--- src/rtl/rca_multicycle_addsub.sv ---
// rca_multicycle_addsub
//   Multi-cycle ripple-carry adder/subtractor. A WIDTH-bit operation is
//   processed CHUNK bits per clock, least significant chunk first, with the
//   carry held in a register between cycles. This keeps the long carry chain
//   out of the critical path.
//
//   Parameters:
//     WIDTH  operand/result width; must be a multiple of CHUNK
//     CHUNK  bits added per clock (NCHUNK = WIDTH/CHUNK cycles per operation)
//
//   Ports:
//     clock       rising-edge clock
//     reset_n     asynchronous active-low reset
//     start       request a new operation (taken in IDLE or DONE)
//     sub         0 = add, 1 = subtract (latched with start)
//     in1, in2    operands (latched with start)
//     ci          carry-in / borrow-in (latched with start)
//     out         registered result
//     co          carry-out of MSB (in subtract mode 1 = no borrow)
//     ovf         signed overflow
//     busy        operation in progress
//     data_ready  one-cycle pulse when out/co/ovf update
//     dbg_state   current FSM state (0 IDLE, 1 RUN, 2 DONE)
//
//   Handshake: start is sampled at a rising edge. It is accepted only when
//   the FSM is not in RUN. Exactly NCHUNK edges after the accepting edge,
//   data_ready is high for one cycle together with the new out/co/ovf.
//
//   Optional feature: define RCA_MULTICYCLE_SAT_EN to clamp out to the
//   signed extreme on overflow. Without it the result wraps.

module rca_multicycle_addsub #(
    parameter int WIDTH = 32,
    parameter int CHUNK = 8
) (
    input  logic             clock,
    input  logic             reset_n,
    input  logic             start,
    input  logic             sub,
    input  logic [WIDTH-1:0] in1,
    input  logic [WIDTH-1:0] in2,
    input  logic             ci,
    output logic [WIDTH-1:0] out,
    output logic             co,
    output logic             ovf,
    output logic             busy,
    output logic             data_ready,
    output logic [1:0]       dbg_state
);

    localparam int NCHUNK = WIDTH / CHUNK;
    localparam int IW     = (NCHUNK > 1) ? $clog2(NCHUNK) : 1;
    localparam logic [IW-1:0] LAST = IW'(NCHUNK - 1);

    typedef enum logic [1:0] {
        S_IDLE = 2'd0,
        S_RUN  = 2'd1,
        S_DONE = 2'd2
    } state_t;

    state_t state, state_nxt;

    logic [WIDTH-1:0] a_q, b_q, acc_q;
    logic             carry_q;
    logic [IW-1:0]    idx_q;

    logic             accept, last;
    logic [CHUNK-1:0] a_ch, b_ch;
    logic [CHUNK:0]   ch_sum;
    logic [WIDTH-1:0] acc_nxt, res;
    logic             c_msb, ovf_nxt;

    assign accept    = start && (state != S_RUN);
    assign last      = (state == S_RUN) && (idx_q == LAST);
    assign dbg_state = state;

    // State register
    always_ff @(posedge clock or negedge reset_n) begin
        if (!reset_n) state <= S_IDLE;
        else          state <= state_nxt;
    end

    // Next-state logic
    always_comb begin
        state_nxt = state;
        case (state)
            S_IDLE:  if (start) state_nxt = S_RUN;
            S_RUN:   if (idx_q == LAST) state_nxt = S_DONE;
            S_DONE:  state_nxt = start ? S_RUN : S_IDLE;
            default: state_nxt = S_IDLE;
        endcase
    end

    // One chunk of the ripple adder, selected by the chunk index
    always_comb begin
        a_ch = '0;
        b_ch = '0;
        for (int k = 0; k < NCHUNK; k++) begin
            if (idx_q == IW'(k)) begin
                a_ch = a_q[k*CHUNK +: CHUNK];
                b_ch = b_q[k*CHUNK +: CHUNK];
            end
        end
        ch_sum  = {1'b0, a_ch} + {1'b0, b_ch} + {{CHUNK{1'b0}}, carry_q};
        acc_nxt = acc_q;
        for (int k = 0; k < NCHUNK; k++) begin
            if (idx_q == IW'(k)) acc_nxt[k*CHUNK +: CHUNK] = ch_sum[CHUNK-1:0];
        end
        // Carry into the top bit recovered from that bit's sum and operands;
        // only meaningful on the last chunk.
        c_msb   = ch_sum[CHUNK-1] ^ a_ch[CHUNK-1] ^ b_ch[CHUNK-1];
        ovf_nxt = c_msb ^ ch_sum[CHUNK];
        res     = acc_nxt;
`ifdef RCA_MULTICYCLE_SAT_EN
        // Overflow only happens when both addends share a sign, so the
        // sign of in1 tells which extreme the true result lies beyond.
        if (ovf_nxt) begin
            res = a_q[WIDTH-1] ? {1'b1, {(WIDTH-1){1'b0}}}
                               : {1'b0, {(WIDTH-1){1'b1}}};
        end
`else
`endif
    end

    // Datapath and result registers
    always_ff @(posedge clock or negedge reset_n) begin
        if (!reset_n) begin
            a_q        <= '0;
            b_q        <= '0;
            acc_q      <= '0;
            carry_q    <= 1'b0;
            idx_q      <= '0;
            out        <= '0;
            co         <= 1'b0;
            ovf        <= 1'b0;
            busy       <= 1'b0;
            data_ready <= 1'b0;
        end else begin
            data_ready <= 1'b0;
            if (accept) begin
                // Subtract as in1 + ~in2 + ~ci, i.e. in1 - in2 - ci.
                a_q     <= in1;
                b_q     <= sub ? ~in2 : in2;
                carry_q <= ci ^ sub;
                idx_q   <= '0;
                busy    <= 1'b1;
            end else if (state == S_RUN) begin
                acc_q   <= acc_nxt;
                carry_q <= ch_sum[CHUNK];
                idx_q   <= idx_q + IW'(1);
                if (last) begin
                    out        <= res;
                    co         <= ch_sum[CHUNK];
                    ovf        <= ovf_nxt;
                    busy       <= 1'b0;
                    data_ready <= 1'b1;
                    idx_q      <= '0;
                end
            end
        end
    end

endmodule

--- config.mk ---
export PLATFORM = sky130hd
export DESIGN_NAME = rca_multicycle_addsub
export DESIGN_NICKNAME = d
export VERILOG_FILES = /design/src/rtl/rca_multicycle_addsub.sv
export SDC_FILE = /design/constraint.sdc
export NUM_CORES = 1
export LEC_CHECK = 0
export CAP_MARGIN = 10
export CORE_MARGIN = 5
export CORE_UTILIZATION = 53
export CTS_CLUSTER_DIAMETER = 100
export CTS_CLUSTER_SIZE = 40
export DETAILED_ROUTE_END_ITERATION = 10
export GPL_TIMING_DRIVEN = 0
export PLACE_DENSITY = 0.77
export REMOVE_ABC_BUFFERS = 1
export SLEW_MARGIN = 20
export SYNTH_ARGS = -nofsm -noshare
export SYNTH_HDL_FRONTEND = slang
export SYNTH_SLANG_ARGS = --single-unit
--- constraint.sdc ---
create_clock -name clock -period 3.79 [get_ports clock]
set_input_delay 0.758 -clock clock [delete_from_list [all_inputs] [get_ports clock]]
set_output_delay 0.758 -clock clock [all_outputs]
set_load 0.005 [all_outputs]
# [After elaboration in Yosys (flattened, before gate mapping)]
# Cells that the tools add are included.
[op_classes] n_addsub=3 eq_ne=8 muxes=28 bitwise_logic=6 reduce_logical=10
[ops] operator="8-bit two-way mux" count=12
[ops] operator="32-bit two-way mux" count=1
[ops] operator="32-bit NOT" count=1
[ops] operator="2-bit two-way mux" count=5
[ops] operator="8-bit by 8-bit adder with 9-bit output" count=1
[ops] operator="9-bit by 1-bit adder with 9-bit output" count=1
[ops] operator="1-bit two-way mux" count=9
[ops] operator="2-bit == test, second input constant" count=3
[ops] operator="2-bit one-hot mux with 3 select lines" count=1
[ops] operator="2-bit AND reduction" count=3
[ops] operator="2-bit by 1-bit == test with 1-bit output, second input constant" count=2
[ops] operator="2-bit zero test" count=2
[ops] operator="2-bit by 1-bit != test with 1-bit output, second input constant" count=2
[ops] operator="2-bit nonzero test" count=2
[ops] operator="1-bit XOR" count=4
[ops] operator="3-bit AND reduction" count=1
[ops] operator="2-bit by 1-bit adder with 2-bit output, second input constant" count=1
[ops] operator="1-bit logical AND" count=2
[ops] operator="2-bit != test, second input constant" count=1
[ops] operator="1-bit NOT" count=1
[word_totals] ff_bits=137 input_bits=69 output_inout_bits=38 wordCells=66

# [Longest topological paths before layout]
# Gate-level depths: netlist (run 1).
[depth] depth_word=10 mapped_depth=18

# [Worst setup path before layout (run 1)]
# No wires, ideal clock.
[synth_timing] path_kind="register to register" start="register idx_q[0]" end="register out[15]" t_arrival_ps=3135 path_slack_ps=527 stages_incl_launch_ff=16 path_buffers=2 period_less_slack_ps=3263 path_cell_list="dfrtp_1 > ha_1 > buf_2 > nor2b_1 > clkbuf_1 > a22oi_1 > nor2_1 > a21oi_1 > o21ai_0 > ha_1 > nor2b_1 > o2111ai_1 > a311oi_2 > a211oi_4 > mux2_2 > o21ai_1"
[synth_between] elab_chain_len=8 elab_cells_between_ends=17 cone_classes="add/sub: 2; eq/ne: 3; mux: 9; reduce/logical: 3"
[synth_lines] element="from (decl)" line_no="65" rtl="logic [IW-1:0] idx_q;"
[synth_lines] element="from (signal assigned)" line_no="150" rtl="idx_q <= idx_q + IW'(1);"
[synth_lines] element="2-bit zero test" line_no="99" rtl="if (idx_q == IW'(k)) begin"
[synth_lines] element="8-bit two-way mux (4 in a row)" line_no="99"
[synth_lines] element="8-bit by 8-bit adder with 9-bit output" line_no="104" rtl="ch_sum = {1'b0, a_ch} + {1'b0, b_ch} + {{CHUNK{1'b0}}, carry_q};"
[synth_lines] element="9-bit by 1-bit adder with 9-bit output" line_no="104"
[synth_lines] element="8-bit two-way mux" line_no="107" rtl="if (idx_q == IW'(k)) acc_nxt[k*CHUNK +: CHUNK] = ch_sum[CHUNK-1:0];"
[synth_lines] element="to (signal assigned)" line_no="152" rtl="out <= res;"
[synth_lines] element="to (decl)" line_no="43" rtl="output logic [WIDTH-1:0] out,"
# Parallel ways exist; a longest one is shown, timed or not.
# A chain may end at the register's enable or synchronous reset.

# [Final worst setup path (run 1)]
[layout_timing] start="register idx_q[1]" end="register out[14]"
# Same word-level chain as after synthesis.

==> results.md, run 1 <==
- Diodes inserted: 0
- Layout cells sized above 1: 16.1%
- DR WL/cell: 15.8 um
- Total internal power: 5.01 mW
- Hold buffer count at CTS: 0
- Global-route wire length before repair: 24100 um
- Hpwl dp: 9120 um
- Status: finished clean
- Seq/Total Area, Yosys: 52.7%
- Initial core utilization: 53.9%
- Sw Pwr: 3.29 mW
- Max-Cap Viols: 0
- Vias: 4549
- All-layer global routing usage: 21.1%
- Final nets: 789
- Synth top area share: 52.7%
- Port bufs: 106
- Placed Area: 7340 um2
- Clock root cell: clkbuf_16
- CP max FO: 9
- Comb power frac: 52.1%
- TNS Setup: 0 ps
- Ys Warns: 0
- Asr flop ratio synth: 100%
- Clock share of power: 19.2%
- DIE WIDTH: 118 um
- Fin crit period: 3570 ps
- I/O pin total: 107
- HP Class: in -> async
- Fin crit share: 94.1%
- Switch share: 39.6%
- Final setup vio count: 0
- FP Rows: 39
- Largest net degree at the start of global routing: 77
- Yosys top cell by area: dfrtp_1
- Fin. Hold Viols: 0
- Power consumption: 8.30 mW
- Slew @ Worst Pin: 663 ps
- Clock sink total: 129
- Final ANT Viol Nets: 0
- Most common cell in the netlist: dfrtp_1
- Gate count of the mapped netlist: 600
- Worst skew pair latency: 420 ps
- DRT Wirelength: 13600 um
- H-tree Lvls: 4
- CP Launch Type: flip-flop
- CTS tree: built
- TritonCTS buffer count: 17
- WP data required: 4120 ps
- Crit path DAT: 3890 ps
- Post-synth top flop: dfrtp_1
- Initial antenna violation count: 0
- Synth cell types: 39
- Syn Area/Cell: 10.2 um2
- P_leak: 3.53 nW
- Flops & latches, synth: 129
- Max-slew headroom: 55.8%
- Power Density: 1020 nW/um2
- Max frequency: 0.280 GHz
- Post-route cell area: 8130 um2
- CTS clock-pin slew for the worst setup and hold paths: 60 ps
- Die footprint: 13800 um2
- Synth area leaders: dfrtp_1, o21ai_0, nand2_1
- Post-synth EDFFs: 0
- Worst Slack Setup Final: 225 ps
- Drt drc: 0
- Drt pass-1 iters: 4
- Initial drt markers: 236
- GP Congestion: 0.756
- Placement Setup Slack: -525 ps
- Commonest cells post-synth: dfrtp_1, nand2_1, o21ai_0
- Vias in the first global route: 4912
- Reg-to-reg slack, setup: 220 ps
- DIE HEIGHT: 118 um
- Max Buffers Root-to-Sink: 2
- DR vias/cell: 5.27
- Area Growth Syn to Fin: 32.6%
- Worst vdd ir: 0.460 mV
- Type of the worst setup path: reg -> reg
- Total gr overflow: 0
- Clock skew: 6.61 ps
- Crit. End Element: flip-flop
- Count of pins over their slew limit: 0
- Syn Std Cell Area: 6130 um2
- Placeable Area: 11400 um2
- Sequential power share: 28.7%
==> cell type report <==
type                            count  area (um2)
Inverter                           11        41.3
Multi-Input combinational cell    420        2780
Clock inverter                     14         141
Clock buffer                       18         439
Timing Repair Buffer              128        1320
Tap cell                          143         179
Sequential cell                   129        3230
Fill cell                         836        3240
==> final timing paths <==
kind	startpoint	to	cells past startpoint
max in group asynchronous	reset_n	b_q[30]	2
min in group clock	out[21]	out[21]	2
max	idx_q[1]	out[14]	18
max reg2reg	idx_q[1]	out[14]	18
min reg2reg	out[21]	out[21]	2
min	reset_n	acc_q[0]	1
==> cells by family after synthesis <==
kind of cell / Yosys count / share of synthesized area [%]
xor+xnor: 45 / 6.43
simple gates: 156 / 10.5
buf+inv: 51 / 3.31
compound gates: 150 / 14.3
mux: 56 / 9.92
flops: 129 / 52.7
fa+ha+maj: 13 / 2.90
==> sequential cells by signal, summed over array words and instances, names as in the netlist <==
register and count:
a_q 32, b_q 32, out 32, acc_q 24, dbg_state 2, idx_q 2, busy 1, carry_q 1
co 1, data_ready 1, ovf 1
==> power by group through the flow <==
stage / clock network (mW) / logic, mW / registers (mW)
6_report: 1.59 / 4.33 / 2.38
5_1_grt: 1.68 / 4.85 / 2.47
3_3_place_gp: 0 / 3.78 / 2.36
2_1_floorplan: 0 / 2.75 / 2.32
3_5_place_dp: 0 / 3.95 / 2.39
4_1_cts: 1.61 / 4.15 / 2.38
==> critical path: stages (launching register included) <==
cell and delay (ps):
dfrtp_1 430, inv_2 100, ha_4 220, nor2b_4 140, buf_12 130, a22oi_1 150, nor2_1 60, a21oi_1 120
nor2_1 60, a21oi_2 190, fa_2 230, inv_1 50, fa_1 400, a21o_1 220, a221oi_4 360, buf_4 180
xnor2_2 140, mux2i_1 110, o21ai_0 160
==> through the flow <==
stage	instances	utilization, %	hold slack, ps
finish	863	71.5	292
global route	863	71.5	327
CTS	852	70.5	305
detailed placement	814	64.5	466
global placement	809	63.4	457
floorplan	560	-	445
==> per-layer routing <==
layer / track usage, % / routed length (um) / up-vias
met1: 28.2 / 6170 / 2157
met5: 0 / 0 / -
li1: - / - / 2245
met4: 6.45 / 264 / 0
met2: 33.1 / 6480 / 121
met3: 6.78 / 718 / 26
==> timing repair <==
| action | 4_1_cts | 5_1_grt |
|---|---|---|
| cloned | 0 | 0 |
| pin swaps | 1 | 4 |
| buffers inserted | 6 | 11 |
| endpoints found under the setup margin | 50 | 17 |
| gates resized for setup | 7 | 8 |
==> cell usage in the layout, fill, tap and decap left out, types with 3 or more instances in the layout <==
cell               n
xnor2_1           39
nor3b_1            3
inv_1              9
clkinvlp_4         4
ha_1               7
nor2b_1            4
nor2_1            20
xor2_1             5
dfrtp_1          128
buf_12             4
a21oi_1           20
clkinv_4           3
ha_4               3
a22oi_1           14
clkbuf_16         17
o21ai_1            7
clkdlybuf4s50_1  104
nand2_1          115
mux2i_1           18
clkinv_2           5
o21ai_0           92
mux2_2            38
nand3b_1           4
buf_4             15
No activity file was read; power rests on OpenSTA's default activity.
==> run 2: changes to the inputs <==
- SKIP_LAST_GASP: not set -> 1
==> results of run 2 <==
Same layout as run 1: the final DEF is identical, and so are final timing and power.
